$ cat src/rtl/prio_req_sched_pkg.sv
// prio_req_sched_pkg: shared types and constants for the three-channel request scheduler
package prio_req_sched_pkg;
  localparam int NCH = 3;
  localparam int HOLD_DEFAULT = 4;
  typedef enum logic {IDLE, GRANT} state_t;
endpackage

$ cat src/rtl/prio_req_sched_if.sv
// prio_req_sched_if: request/data inputs and grant/status outputs of the scheduler
interface prio_req_sched_if;
  logic req1, req2, req3;
  logic din1, din2, din3;
  logic c1, c2, c3;
  logic b1, b2, b3;
  logic [2:0] pend;
  logic busy;
  logic done;
  modport master (
    output req1, req2, req3, din1, din2, din3,
    input  c1, c2, c3, b1, b2, b3, pend, busy, done
  );
  modport slave (
    input  req1, req2, req3, din1, din2, din3,
    output c1, c2, c3, b1, b2, b3, pend, busy, done
  );
endinterface

$ cat src/rtl/prio_pick3.sv
// prio_pick3: lowest-index-first one-hot picker over three request bits
module prio_pick3 import prio_req_sched_pkg::*; (
  input  logic [NCH-1:0] r,
  output logic [NCH-1:0] g,
  output logic           v
);
  assign g = r[0] ? 3'b001 : r[1] ? 3'b010 : r[2] ? 3'b100 : 3'b000;
  assign v = |r;
endmodule

$ cat src/rtl/prio_req_sched.sv
// prio_req_sched: sticky per-channel request capture with fixed-priority, fixed-width one-hot grants
module prio_req_sched import prio_req_sched_pkg::*; #(
  parameter int HOLD_CYCLES = HOLD_DEFAULT,
  parameter int CNT_W = 4
) (
  input logic clk,
  input logic rst,
  prio_req_sched_if.slave s
);
  logic [NCH-1:0] req, din, pend_q, dbuf_q, gnt_q, gnt_n, pick, clr, cap;
  logic [CNT_W-1:0] cnt_q, cnt_n;
  state_t st_q, st_n;
  logic done_q, done_n, pv;
  assign req = {s.req3, s.req2, s.req1};
  assign din = {s.din3, s.din2, s.din1};
  prio_pick3 u_pick (.r(pend_q), .g(pick), .v(pv));
  // a request landing on the completing channel re-arms it instead of being ignored
  assign clr = (st_q == GRANT && cnt_q == '0) ? gnt_q : '0;
  assign cap = req & ~(pend_q & ~clr);
  always_comb begin
    st_n = st_q;
    gnt_n = gnt_q;
    cnt_n = cnt_q;
    done_n = 1'b0;
    if (st_q == IDLE) begin
      st_n = pv ? GRANT : IDLE;
      gnt_n = pv ? pick : '0;
      cnt_n = pv ? CNT_W'(HOLD_CYCLES - 1) : cnt_q;
    end else if (cnt_q != '0) begin
      cnt_n = cnt_q - 1'b1;
    end else begin
      st_n = IDLE;
      gnt_n = '0;
      done_n = 1'b1;
    end
  end
  always_ff @(posedge clk or posedge rst) begin
    if (rst) begin
      st_q <= IDLE;
      gnt_q <= '0;
      cnt_q <= '0;
      done_q <= 1'b0;
      pend_q <= '0;
      dbuf_q <= '0;
    end else begin
      st_q <= st_n;
      gnt_q <= gnt_n;
      cnt_q <= cnt_n;
      done_q <= done_n;
      pend_q <= (pend_q & ~clr) | cap;
      for (int i = 0; i < NCH; i++) dbuf_q[i] <= cap[i] ? din[i] : dbuf_q[i];
    end
  end
  assign {s.c3, s.c2, s.c1} = gnt_q;
  assign {s.b3, s.b2, s.b1} = gnt_q & dbuf_q;
  assign s.pend = pend_q;
  assign s.busy = (st_q == GRANT);
  assign s.done = done_q;
endmodule
$ cat src/flat_wrapper.sv
// flat-port wrapper written by rule: the top's interface ports become plain ports
module prio_req_sched_flat import prio_req_sched_pkg::*;
#(
  parameter int HOLD_CYCLES = HOLD_DEFAULT,
  parameter int CNT_W = 4
)
  (clk, rst, s_req1, s_req2, s_req3, s_din1, s_din2, s_din3, s_c1, s_c2, s_c3, s_b1, s_b2, s_b3, s_pend, s_busy, s_done);
  prio_req_sched_if s_i ();
  input logic clk;
  input logic rst;
  input wire logic [$bits(s_i.req1)-1:0] s_req1;
  input wire logic [$bits(s_i.req2)-1:0] s_req2;
  input wire logic [$bits(s_i.req3)-1:0] s_req3;
  input wire logic [$bits(s_i.din1)-1:0] s_din1;
  input wire logic [$bits(s_i.din2)-1:0] s_din2;
  input wire logic [$bits(s_i.din3)-1:0] s_din3;
  output wire logic [$bits(s_i.c1)-1:0] s_c1;
  output wire logic [$bits(s_i.c2)-1:0] s_c2;
  output wire logic [$bits(s_i.c3)-1:0] s_c3;
  output wire logic [$bits(s_i.b1)-1:0] s_b1;
  output wire logic [$bits(s_i.b2)-1:0] s_b2;
  output wire logic [$bits(s_i.b3)-1:0] s_b3;
  output wire logic [$bits(s_i.pend)-1:0] s_pend;
  output wire logic [$bits(s_i.busy)-1:0] s_busy;
  output wire logic [$bits(s_i.done)-1:0] s_done;
  assign s_i.req1 = s_req1;
  assign s_i.req2 = s_req2;
  assign s_i.req3 = s_req3;
  assign s_i.din1 = s_din1;
  assign s_i.din2 = s_din2;
  assign s_i.din3 = s_din3;
  assign s_c1 = s_i.c1;
  assign s_c2 = s_i.c2;
  assign s_c3 = s_i.c3;
  assign s_b1 = s_i.b1;
  assign s_b2 = s_i.b2;
  assign s_b3 = s_i.b3;
  assign s_pend = s_i.pend;
  assign s_busy = s_i.busy;
  assign s_done = s_i.done;
  prio_req_sched #(.HOLD_CYCLES(HOLD_CYCLES), .CNT_W(CNT_W)) u_core (.clk(clk), .rst(rst), .s(s_i));
endmodule
$ cat config.mk
export PLATFORM = sky130hd
export DESIGN_NAME = prio_req_sched_flat
export DESIGN_NICKNAME = d
export VERILOG_FILES = /design/src/rtl/prio_req_sched_pkg.sv /design/src/rtl/prio_req_sched_if.sv /design/src/rtl/prio_pick3.sv /design/src/rtl/prio_req_sched.sv /design/src/flat_wrapper.sv
export SDC_FILE = /design/constraint.sdc
export NUM_CORES = 1
export LEC_CHECK = 0
export BUFFER_PORTS_ARGS = -buffer_cell sky130_fd_sc_hd__buf_4
export CORE_MARGIN = 4
export CORE_UTILIZATION = 46
export CTS_BUF_LIST = sky130_fd_sc_hd__clkbuf_8
export DETAILED_ROUTE_END_ITERATION = 10
export PLACE_DENSITY = 0.74
export SYNTH_ARGS = -nofsm -noshare
export SYNTH_HDL_FRONTEND = slang
export SYNTH_HIERARCHICAL = 1
export SYNTH_SLANG_ARGS = --single-unit
$ cat constraint.sdc
create_clock -name clk -period 1.2 [get_ports clk]
set_input_delay 0.18 -clock clk [delete_from_list [all_inputs] [get_ports clk]]
set_output_delay 0.18 -clock clk [all_outputs]
set_load 0.005 [all_outputs]
==> qor.csv <==
stage,metric,value,unit
status,outcome,"complete, but fails checks",
status,failing checks,negative setup slack,
route,DR WL/cell,14.0,um
route,Total Wirelength,1680,um
global_route,first-pass GRT wire length,2740,um
timing,Slew Limit Headroom,0.838,
route,vias per cell,5.23,
critical_path,worst r2r path cells,6,
timing,unrepaired setup endpoints after global routing,yes,
critical_path,Reg2Reg Setup Slack,-120,ps
yosys,Post-Syn Area,749,sq um
pwr,pwr dens,2130,nW/um^2
finish,area growth from synthesis to layout,45.4,%
die,Starting Density,0.492,
yosys,syn_area_per_cell,10.7,sq um
finish,Nets,114,
critical_path,reg2reg start,u_core/cnt_q[0],
timing,"Hold Vio Cnt, Final",0,
global_route,GRT Util Overall,0.148,
die,die area,2340,sq um
pwr,Net Switching,0.794,mW
die,Std-Cell Rows,14,
clocking,Num CTS Buffers,3,
global_route,met1 usage,0.185,
yosys,Synth Register Bits,15,
yosys,sequential share of the synthesized area,0.501,
clocking,H-tree depth,1,
yosys,Synth area leaders,"dfrtp_1 (50%), o31ai_2 (5.0%), inv_1 (4.5%), a21boi_2 (4.5%), a22o_1 (3.5%)",
global_route,met3 Use GR,0.0215,
yosys,post-synth top area share,0.501,
clocking,clock latency on the worst-skew pair,250,ps
critical_path,Critical Path Start Type,flip-flop,
placed_design,placed cell area,1000,sq um
pwr,sw frac,0.343,
route,drt first pass iters,4,
global_route,vias in the first global route,611,
die,die extent in y,48.4,um
yosys,syn nets,79,
placed_design,port bufs,18,
critical_path,Setup crit end,u_core/s.pend[2],
critical_path,Setup CP Type,reg -> reg,
flow_run,max_cap viols,0,
die,# IOs,19,
global_route,GRT Residual Overflow,0,
clocking,CTS Buffer Depth,2,
yosys,synth warn,6,
placed_design,DP HPWL,1230,um
pwr,Max VDD drop,1.37,mV
die,Die Wd,48.4,um
route,Iter 0 DRT Violations,7,
die,area of the core,1520,sq um
route,DRC errors left,0,
route,vias post-DR,628,
critical_path,Worst Path Arrival,1450,ps
clocking,CTS tree,done,
finish,n_diodes,0,
clocking,Clock Sinks,15,
placed_design,Placed Cells,113,
global_route,largest net degree at the start of global routing,16,
timing,final setup vio count,11,
pwr,Flop pwr share,0.338,
pwr,P_leak,0.518,nW
pwr,internal power,1.52,mW
critical_path,WP data required,1330,ps
critical_path,CP Max Fanout,4,
timing,worst-margin pin slew,241,ps
pwr,power share of the clock group,0.178,
yosys,post-synthesis cell type count,25,
timing,"Slew Viols, Final",0,
worst_hold_path,Hold WC Path Type,in -> reg,
pwr,Logic pwr share,0.484,
global_route,GRT busiest layer,met2,
critical_path,reg2reg end,u_core/s.pend[2],
timing,Final Cycle Share,1.10,
finish,post-route insts no fill,120,
global_route,met2 Usage GRT,0.235,
timing,Final WS setup,-117,ps
clocking,Clock Tree Root,clkbuf_8,
timing,post-layout min period,1320,ps
yosys,Yosys top cell by area,dfrtp_1,
placed_design,Final GP Congestion,0.720,
finish,"commonest non-fill, non-tap cell in the layout",buf_4,
global_route,initial antenna violation count,0,
critical_path,critical path capture point type,flip-flop,
yosys,Syn Inst Count,70,
route,antenna violation net count after detailed routing,0,
finish,most frequent cells in the layout,"buf_4 (30), dfrtp_1 (14), inv_1 (8), nand2_1 (5)",
critical_path,Worst setup startpoint,u_core/cnt_q[0],
finish,final instance area,1090,sq um
timing,fmax,759,MHz
timing,Final Skew,3.25,ps
clocking,"CTS clk-pin slew, worst paths",60,ps
finish,share of cells above drive strength 1,0.462,
[cell usage after synthesis (all sizes together)]
cell and number:
dfrtp 15, inv 10, nand2 5, a21boi 3, a22o 3, and2 3, nor2 3, nor2b 3
o21ai 3, o221ai 3, o31ai 3, or2 3, mux2i 2, nand2b 2, buf 1, ha 1
nand4b 1, nand4bb 1, nor3 1, nor3b 1, o211ai 1, o21a 1, or3 1
[what timing repair did]
action	4_1_cts	5_1_grt
pin swaps	1	0
setup buffers	0	2
hold endpoints to repair	15	0
hold buffers	1	0
endpoints found under the setup margin	11	14
resized for setup	1	3
[critical path, cell delays in order, from the launching register on]
cell and delay, ps:
dfrtp_1 380, inv_2 70, ha_4 150, nand4bb_4 180
inv_4 120, a21boi_2 70, or2_1 220
[logic make-up after synthesis]
| group | after synthesis | synth area share |
|---|---|---|
| buffers and inverters | 11 | 0.0601 |
| flip-flops | 15 | 0.501 |
| adder cells (fa/ha/maj) | 1 | 0.0167 |
| AO/OA/AOI/OAI | 17 | 0.205 |
| AND/OR/NAND/NOR | 24 | 0.190 |
| multiplexers | 2 | 0.0267 |
[layout make-up]
cell class / count / area, sq um
fill: 117 / 434
tap: 16 / 20.0
sequential: 15 / 377
inverter: 10 / 40.0
clock buffer: 3 / 41.3
timing repair buffer: 31 / 235
clock inverter: 1 / 3.75
multi-input combinational: 44 / 373
[routing by layer]
layer	vias to the layer above	part of all wire
li1	309	-
met3	3	0.035
met4	0	0.021
met1	301	0.46
met2	15	0.49
met5	-	0
[sequential cells by signal (all words and copies together) (netlist names)]
signal	flops
u_core/s.busy	1
u_core/cnt_q	4
u_core/s.done	1
u_core/gnt_q	3
u_core/s.pend	3
u_core/dbuf_q	3
[worst min path at each step]
| stage | slack (ps) | cells past startpoint | start | end |
|---|---|---|---|---|
| 2_1_floorplan | 80 | 1 | rst | u_core/cnt_q[0] |
| 3_3_place_gp | 200 | 3 | rst | u_core/dbuf_q[2] |
| 3_5_place_dp | 210 | 3 | rst | u_core/s.busy |
| 4_1_cts | 130 | 2 | s_req1 | u_core/s.pend[0] |
| 5_1_grt | 140 | 2 | s_req2 | u_core/s.pend[1] |
| 6_report | 130 | 2 | s_req2 | u_core/s.pend[1] |
[stage by stage]
stage                     setup slack [ps]  TNS [ps]  power, mW   util  hold WS (ps)
after CTS                             -107      -588       2.25  0.696           131
after global routing                  -146     -1090       2.46  0.715           139
after floorplan                      -51.0      -188       1.39      -          81.5
final                                 -117      -610       2.32  0.715           134
after global placement                -113      -383       1.79  0.658           197
after detailed placement              -107      -448       1.82  0.658           212
[power by group through the flow]
stage	Combinational, mW	Sequential [mW]	Clock, mW
floorplan	0.563	0.826	0
global placement	0.997	0.791	0
detailed placement	1.03	0.795	0
CTS	1.04	0.787	0.419
global route	1.21	0.802	0.453
finish	1.12	0.782	0.412
No activity file was read; power rests on OpenSTA's default activity.
